--- config.mk ---
export PLATFORM = sky130hd
export DESIGN_NAME = adjust_pulse_gen
export DESIGN_NICKNAME = d
export VERILOG_FILES = /design/src/rtl/adjust_pulse_gen.sv
export SDC_FILE = /design/constraint.sdc
export NUM_CORES = 1
export LEC_CHECK = 0
export BUFFER_PORTS_ARGS = -buffer_cell sky130_fd_sc_hd__buf_2
export CORE_MARGIN = 1.5
export CORE_UTILIZATION = 56
export DETAILED_ROUTE_END_ITERATION = 7
export PLACE_DENSITY = 0.83
export SYNTH_ARGS = -nofsm -noshare
export SYNTH_HDL_FRONTEND = slang
export SYNTH_SLANG_ARGS = --single-unit
--- constraint.sdc ---
create_clock -name i_clk -period 2.35 [get_ports i_clk]
set_input_delay 0.47 -clock i_clk [delete_from_list [all_inputs] [get_ports i_clk]]
set_output_delay 0.47 -clock i_clk [all_outputs]
set_load 0.02 [all_outputs]
--- src/rtl/adjust_pulse_gen.sv ---
// adjust_pulse_gen: turns raw up/down buttons into one-cycle step pulses.
// Each button is synchronized and then debounced. The FSM below gives one
// pulse per press and an optional auto-repeat while the button is held.
// Build option: define ADJUST_PULSE_AUTOREPEAT_EN to build HOLD/REPEAT
// auto-repeat. Without it, each press gives exactly one pulse.
//
// state   | meaning
// --------+-----------------------------------------------------------
// IDLE    | no button accepted; wait for exactly one debounced press
// PRESS   | emit the first pulse in the latched direction
// HOLD    | button still held; wait HOLD_CYCLES from the first pulse
// REPEAT  | button still held; one pulse every REPEAT_CYCLES
// LOCKOUT | disabled or both pressed; wait for both released + enable
module adjust_pulse_gen #(
  parameter int DEBOUNCE_CYCLES = 4,
  parameter int HOLD_CYCLES     = 32,
  parameter int REPEAT_CYCLES   = 8
) (
  input  logic i_clk,
  input  logic i_rst,
  input  logic i_btn_up,
  input  logic i_btn_down,
  input  logic i_enable,
  output logic o_up,
  output logic o_down
);

  // Reject out-of-range parameters while the design is elaborated.
  if (DEBOUNCE_CYCLES < 2 || DEBOUNCE_CYCLES > 255 ||
      HOLD_CYCLES < 2 || HOLD_CYCLES > 65535 ||
      REPEAT_CYCLES < 2 || REPEAT_CYCLES > 65535) begin : g_bad_params
    $error("adjust_pulse_gen: parameter out of range");
  end

  localparam logic [7:0] DB_LAST = 8'(DEBOUNCE_CYCLES - 1);

`ifdef ADJUST_PULSE_AUTOREPEAT_EN
  typedef enum logic [2:0] {IDLE, PRESS, HOLD, REPEAT, LOCKOUT} state_t;
  localparam logic [15:0] HOLD_LOAD   = 16'(HOLD_CYCLES - 1);
  localparam logic [15:0] REPEAT_LOAD = 16'(REPEAT_CYCLES - 1);
  logic [15:0] cnt, cnt_nxt;
`else
  typedef enum logic [2:0] {IDLE, PRESS, LOCKOUT} state_t;
`endif

  // Bit 0 is the up button and bit 1 is the down button.
  logic [1:0] meta, btn_sync, btn_deb;
  logic [7:0] db_cnt [2];
  state_t     state, state_nxt;
  logic       dir;       // 0 = up, 1 = down
  logic       load_dir, pulse, held;

  // Two-flop synchronizer for both raw buttons.
  always_ff @(posedge i_clk) begin
    if (i_rst) begin
      meta     <= '0;
      btn_sync <= '0;
    end else begin
      meta     <= {i_btn_down, i_btn_up};
      btn_sync <= meta;
    end
  end

  // Debounce: the level flips only after DEBOUNCE_CYCLES disagreeing cycles in a row.
  always_ff @(posedge i_clk) begin
    if (i_rst) begin
      btn_deb <= '0;
      for (int i = 0; i < 2; i++) db_cnt[i] <= '0;
    end else begin
      for (int i = 0; i < 2; i++) begin
        if (btn_sync[i] != btn_deb[i]) begin
          if (db_cnt[i] == DB_LAST) begin
            btn_deb[i] <= btn_sync[i];
            db_cnt[i]  <= '0;
          end else begin
            db_cnt[i] <= db_cnt[i] + 8'd1;
          end
        end else begin
          db_cnt[i] <= '0;
        end
      end
    end
  end

  assign held = dir ? btn_deb[1] : btn_deb[0];

  // Next-state and pulse decode. A disable or a double press overrides everything.
  always_comb begin
    state_nxt = state;
    load_dir  = 1'b0;
    pulse     = 1'b0;
`ifdef ADJUST_PULSE_AUTOREPEAT_EN
    cnt_nxt   = cnt;
`endif
    if (!i_enable || (&btn_deb)) begin
      state_nxt = LOCKOUT;
    end else begin
      case (state)
        IDLE: begin
          if (btn_deb[0] ^ btn_deb[1]) begin
            state_nxt = PRESS;
            load_dir  = 1'b1;
          end
        end
        PRESS: begin
          if (!held) begin
            state_nxt = IDLE;
          end else begin
            pulse = 1'b1;
`ifdef ADJUST_PULSE_AUTOREPEAT_EN
            state_nxt = HOLD;
            cnt_nxt   = HOLD_LOAD;
`else
            state_nxt = LOCKOUT;
`endif
          end
        end
`ifdef ADJUST_PULSE_AUTOREPEAT_EN
        HOLD, REPEAT: begin
          if (!held) begin
            state_nxt = IDLE;
          end else if (cnt == '0) begin
            pulse     = 1'b1;
            state_nxt = REPEAT;
            cnt_nxt   = REPEAT_LOAD;
          end else begin
            cnt_nxt = cnt - 16'd1;
          end
        end
`endif
        LOCKOUT: begin
          if (btn_deb == 2'b00) state_nxt = IDLE;
        end
        default: state_nxt = IDLE;
      endcase
    end
  end

  // State, direction, interval counter and registered step outputs.
  always_ff @(posedge i_clk) begin
    if (i_rst) begin
      state  <= IDLE;
      dir    <= 1'b0;
      o_up   <= 1'b0;
      o_down <= 1'b0;
`ifdef ADJUST_PULSE_AUTOREPEAT_EN
      cnt    <= '0;
`endif
    end else begin
      state  <= state_nxt;
      if (load_dir) dir <= btn_deb[1];
      o_up   <= pulse & ~dir;
      o_down <= pulse & dir;
`ifdef ADJUST_PULSE_AUTOREPEAT_EN
      cnt    <= cnt_nxt;
`endif
    end
  end

endmodule

==> results of run 1 <==
-- critical path, stage by stage (launching register included) --
cell,delay [ns]
edfxtp_1,0.44
ha_1,0.24
or4b_4,0.49
o211ai_2,0.34
nor2_1,0.09
-- layout make-up --
| type | instances | area [um2] |
|---|---|---|
| timing repair buffer | 6 | 30.0 |
| inverter | 8 | 30.0 |
| tap | 28 | 35.0 |
| clock inverter | 1 | 5.00 |
| clock buffer | 3 | 22.5 |
| sequential | 27 | 701 |
| multi-input combinational | 97 | 588 |
| fill | 181 | 758 |
-- where the power goes --
group	internal [uW]	switching [uW]
clock network	64.1	137
logic	17.1	25.0
registers	517	14.6
-- through the flow --
stage          hold WS, ns   util  setup WS, ns
3_3_place_gp         0.419  0.638         0.582
3_5_place_dp         0.421  0.638         0.532
4_1_cts              0.339  0.651         0.512
2_1_floorplan        0.414      -         0.666
6_report             0.335  0.651         0.510
5_1_grt              0.340  0.651         0.408
-- Yosys cell counts, drive strengths merged --
cell	n	share of area
a21oi	10	0.040
and3	2	0.0099
clkbuf	1	0.0030
conb	1	0.0030
dfxtp	11	0.17
edfxtp	16	0.38
ha	4	0.040
inv	8	0.024
mux2	1	0.0089
nand2	3	0.0089
nand2b	1	0.0049
nand3	7	0.028
nand3b	1	0.0059
nand4	2	0.0099
nor2	9	0.027
nor2b	4	0.020
nor3	1	0.0039
nor3b	1	0.0059
nor4	1	0.0049
nor4b	1	0.0069
o211ai	2	0.020
o21ai	9	0.036
or3	10	0.049
or3b	2	0.014
or4	1	0.0089
or4b	1	0.011
xnor2	4	0.028
xor2	4	0.028
-- routing by layer --
layer | global-route usage | up-vias
li1 | - | 457
met1 | 0.196 | 410
met2 | 0.305 | 9
met3 | 0.0268 | 5
met4 | 0.108 | 0
met5 | 0 | -
-- registers in the layout (all words and copies together), names as in the netlist --
register and flops:
db_cnt 16, o_down 1, btn_sync 2, state 2, dir 1, meta 2, btn_deb 2, o_up 1
-- worst paths after layout --
check                             startpoint  cells after the start                    endpoint
setup reg to reg  db_cnt[1][0]$_SDFFCE_PP0P_                      4  db_cnt[1][2]$_SDFFCE_PP0P_
setup / recovery  db_cnt[1][0]$_SDFFCE_PP0P_                      4  db_cnt[1][2]$_SDFFCE_PP0P_
hold / removal                      i_btn_up                      2          meta[0]$_SDFF_PP0_
hold reg to reg           meta[1]$_SDFF_PP0_                      1      btn_sync[1]$_SDFF_PP0_
-- logic make-up after synthesis --
logic type	synth area share
AOI/OAI and AO/OA	0.0949
xor gates and xnor gates	0.0553
other	0.00296
and+or+nand+nor	0.218
DFF	0.553
buffers and inverters	0.0267
muxes	0.00889
adders and majority gates	0.0395
==> impl_metrics.env, run 1 <==
export IMPL_status="finished, final reports clean"
export IMPL_hold_buffers=0
export IMPL_grt_max_degree=16
export IMPL_clockBufferDepth=2
export IMPL_drive_gt1_frac=0.120
export IMPL_grt_overflow_total=0
export IMPL_ant_nets=0
export IMPL_rows=17
export IMPL_cp_arrival_ns=1.93
export IMPL_hpwl_um=1520
export IMPL_grt_usage=0.174
export IMPL_maxCapViolCount=0
export IMPL_crit_path_start_kind="flip-flop"
export IMPL_syn_instance_count=118
export IMPL_vias=881
export IMPL_final_cells=170
export IMPL_place_gp_congestion=0.842
export IMPL_layout_common_cells="edfxtp_1, conb_1, dfxtp_1"
export IMPL_area_growth_pct=11.5
export IMPL_placed_area_mm2=0.00138
export IMPL_synth_area_mm2=0.00127
export IMPL_endpoint_kind="flip-flop"
export IMPL_viasPerCell=5.18
export IMPL_fin_nets=152
export IMPL_period_share=0.783
export IMPL_synth_distinct_cells=28
export IMPL_grt_pass1_vias=842
export IMPL_post_route_drc_count=0
export IMPL_r2r_slack_ns=0.51
export IMPL_ys_warn_count=0
export IMPL_antenna_found_initial=0
export IMPL_avgSynthCellArea_um2=10.7
export IMPL_die_height_um=50.6
export IMPL_power_density_mw_per_mm2=549
export IMPL_drt_iter0_drc=11
export IMPL_n_antenna_cell=0
export IMPL_period_minus_slack_ns=1.84
export IMPL_ys_ff_latch=27
export IMPL_fin_worst_skew_ns=0.0135
export IMPL_dp_cells=166
export IMPL_fp_coreArea_mm2=0.00217
export IMPL_p_leak_uw=0.000536
export IMPL_detail_route_wl_per_cell_um=11.7
export IMPL_firstDrtPassIters=4
export IMPL_clock_sink_count=27
export IMPL_final_hold_viol_count=0
export IMPL_die_x_um=50.6
export IMPL_finalPower_uw=775
export IMPL_clock_latency_ns=0.34
export IMPL_maxSlewViolCount=0
export IMPL_crit_fanout=7
export IMPL_root_buffer="clkbuf_4"
export IMPL_top_layer="met4"
export IMPL_required_ns=2.44
export IMPL_wl_met2_um=976
export IMPL_vdd_drop_max_v=0.000409
export IMPL_ctsHtreeMaxLevel=1
export IMPL_portBuffers=6
export IMPL_hold_path_class="input port to flip-flop"
export IMPL_met1_length_um=929
export IMPL_start_util=0.584
export IMPL_cts_setup_buffers=0
export IMPL_stdcell_area_mm2=0.00141
export IMPL_fp_dieArea_mm2=0.00256
export IMPL_grt_pass1_wl_um=3260
export IMPL_setup_worst_path_class="flip-flop to flip-flop"
export IMPL_yosysSeqAreaShare=0.553
export IMPL_cts_resized=0
export IMPL_finalSetupTns_ns=0
export IMPL_wl_met3_um=34
export IMPL_clk_pin_slew_ns=0.15
export IMPL_wl_um=1990
export IMPL_io_pins=7
export IMPL_fmax_ghz=0.544
export IMPL_finalSetupViolCount=0
export IMPL_tritoncts="built"
export IMPL_cts_buffers_inserted=3
export IMPL_rsz0062_at_grt="no"
(Power assumes the default switching activity.)
==> inputs of run 2 (changes only) <==
- clock period: 2.35 -> 1.9 ns (I/O delays scaled with it)
==> impl_metrics.env, run 2 (synthesis results as in run 1) <==
export IMPL_num_fill_cells=186
export IMPL_finalPower_uw=966
export IMPL_maxCapViolCount=0
export IMPL_fp_coreArea_mm2=0.00217
export IMPL_regMostFlops="db_cnt"
export IMPL_finalSetupTns_ns=0
export IMPL_grt_pass1_wl_um=3480
export IMPL_largest_reg_flops=16
export IMPL_post_route_drc_count=0
export IMPL_start_util=0.584
export IMPL_vias=917
export IMPL_hold_path_class="input port to flip-flop"
export IMPL_firstDrtPassIters=4
export IMPL_setup_worst_path_class="flip-flop to flip-flop"
export IMPL_status="finished, final reports clean"
export IMPL_cts_buffers_inserted=3
export IMPL_vdd_drop_max_v=0.000605
export IMPL_area_growth_pct=14.6
export IMPL_endpoint_kind="flip-flop"
export IMPL_ctsHtreeMaxLevel=1
export IMPL_root_buffer="clkbuf_4"
export IMPL_fin_worst_skew_ns=0.00965
export IMPL_multi_input_area_um2=597
export IMPL_holdPathStages=2
export IMPL_cp_arrival_ns=1.86
export IMPL_finalSetupViolCount=0
export IMPL_layout_common_cells="edfxtp_1, conb_1, dfxtp_1"
export IMPL_reg2reg_depth=4
export IMPL_tritoncts="built"
export IMPL_ant_nets=0
export IMPL_rows=17
export IMPL_drt_iter0_drc=15
export IMPL_fmax_ghz=0.566
export IMPL_rsz0062_at_grt="no"
export IMPL_p_leak_uw=0.000556
export IMPL_detail_route_wl_per_cell_um=11.4
export IMPL_fp_dieArea_mm2=0.00256
export IMPL_clk_pin_slew_ns=0.14
export IMPL_die_x_um=50.6
export IMPL_clock_sink_count=27
export IMPL_final_hold_viol_count=0
export IMPL_period_share=0.930
export IMPL_io_pins=7
export IMPL_crit_path_start_kind="flip-flop"
export IMPL_viasPerCell=5.27
export IMPL_n_antenna_cell=0
export IMPL_cts_resized=0
export IMPL_register_area_um2=701
export IMPL_grt_max_degree=17
export IMPL_hold_buffers=0
export IMPL_drive_gt1_frac=0.144
export IMPL_wl_um=1980
export IMPL_required_ns=1.99
export IMPL_cts_setup_buffers=0
export IMPL_grt_overflow_total=0
export IMPL_grt_pass1_vias=848
export IMPL_portBuffers=6
export IMPL_clockBufferDepth=2
export IMPL_fin_nets=156
export IMPL_clock_latency_ns=0.33
export IMPL_grt_usage=0.183
export IMPL_hpwl_um=1550
export IMPL_crit_fanout=7
export IMPL_maxSlewViolCount=0
export IMPL_power_density_mw_per_mm2=666
export IMPL_antenna_found_initial=0
export IMPL_period_minus_slack_ns=1.77
export IMPL_die_height_um=50.6
export IMPL_place_gp_congestion=0.860
[run 2: cell types whose count changed in the layout (fill, tap and decap cells not counted)]
cell / change
buf_4: +4
clkinv_2: -1
inv_4: +1
o211ai_2: -1
o211ai_4: +1
[run 2: power breakdown]
part           switching (uW)  internal, uW  total [uW]
clock                     168          82.3         250
combinational            36.0          25.9        61.9
sequential               14.6           639         654
[run 2: cell type report]
class / count / area share
multi-input cells: 97 / 0.411
inverters: 8 / 0.0207
well taps: 28 / 0.0241
flip-flops and latches: 27 / 0.483
clock buffers: 3 / 0.0155
clock inverters: 1 / 0.00431
repair buffers: 10 / 0.0414
[run 2: path summary, 6_finish.rpt]
kind / startpoint / to / slack, ns
min reg2reg: meta[0]$_SDFF_PP0_ / btn_sync[0]$_SDFF_PP0_ / 0.46
min: i_btn_up / meta[0]$_SDFF_PP0_ / 0.24
max reg2reg: db_cnt[1][1]$_SDFFCE_PP0P_ / db_cnt[1][2]$_SDFFCE_PP0P_ / 0.13
max: db_cnt[1][1]$_SDFFCE_PP0P_ / db_cnt[1][2]$_SDFFCE_PP0P_ / 0.13
[run 2: worst max-delay path: stages, from the launching register on]
cell      delay, ns
edfxtp_1       0.41
ha_1           0.24
or4b_4         0.52
o211ai_4       0.28
nor2_1         0.08
[run 2: metrics by stage]
stage | instance area (um2) | worst slack [ns] | hold WS (ns) | util | cells
global route | 1450 | 0.0303 | 0.254 | 0.669 | 174
CTS | 1440 | 0.0864 | 0.236 | 0.665 | 174
global placement | 1410 | 0.146 | 0.419 | 0.652 | 170
detailed placement | 1410 | 0.100 | 0.432 | 0.652 | 170
finish | 1450 | 0.133 | 0.242 | 0.669 | 174
floorplan | 1320 | 0.216 | 0.414 | - | 133
[run 2: metal layers]
metal | GRT usage | routed length, um
met1 | 0.228 | 838
met2 | 0.303 | 1050
met3 | 0.0357 | 43
met4 | 0.0946 | 48
met5 | 0 | 0
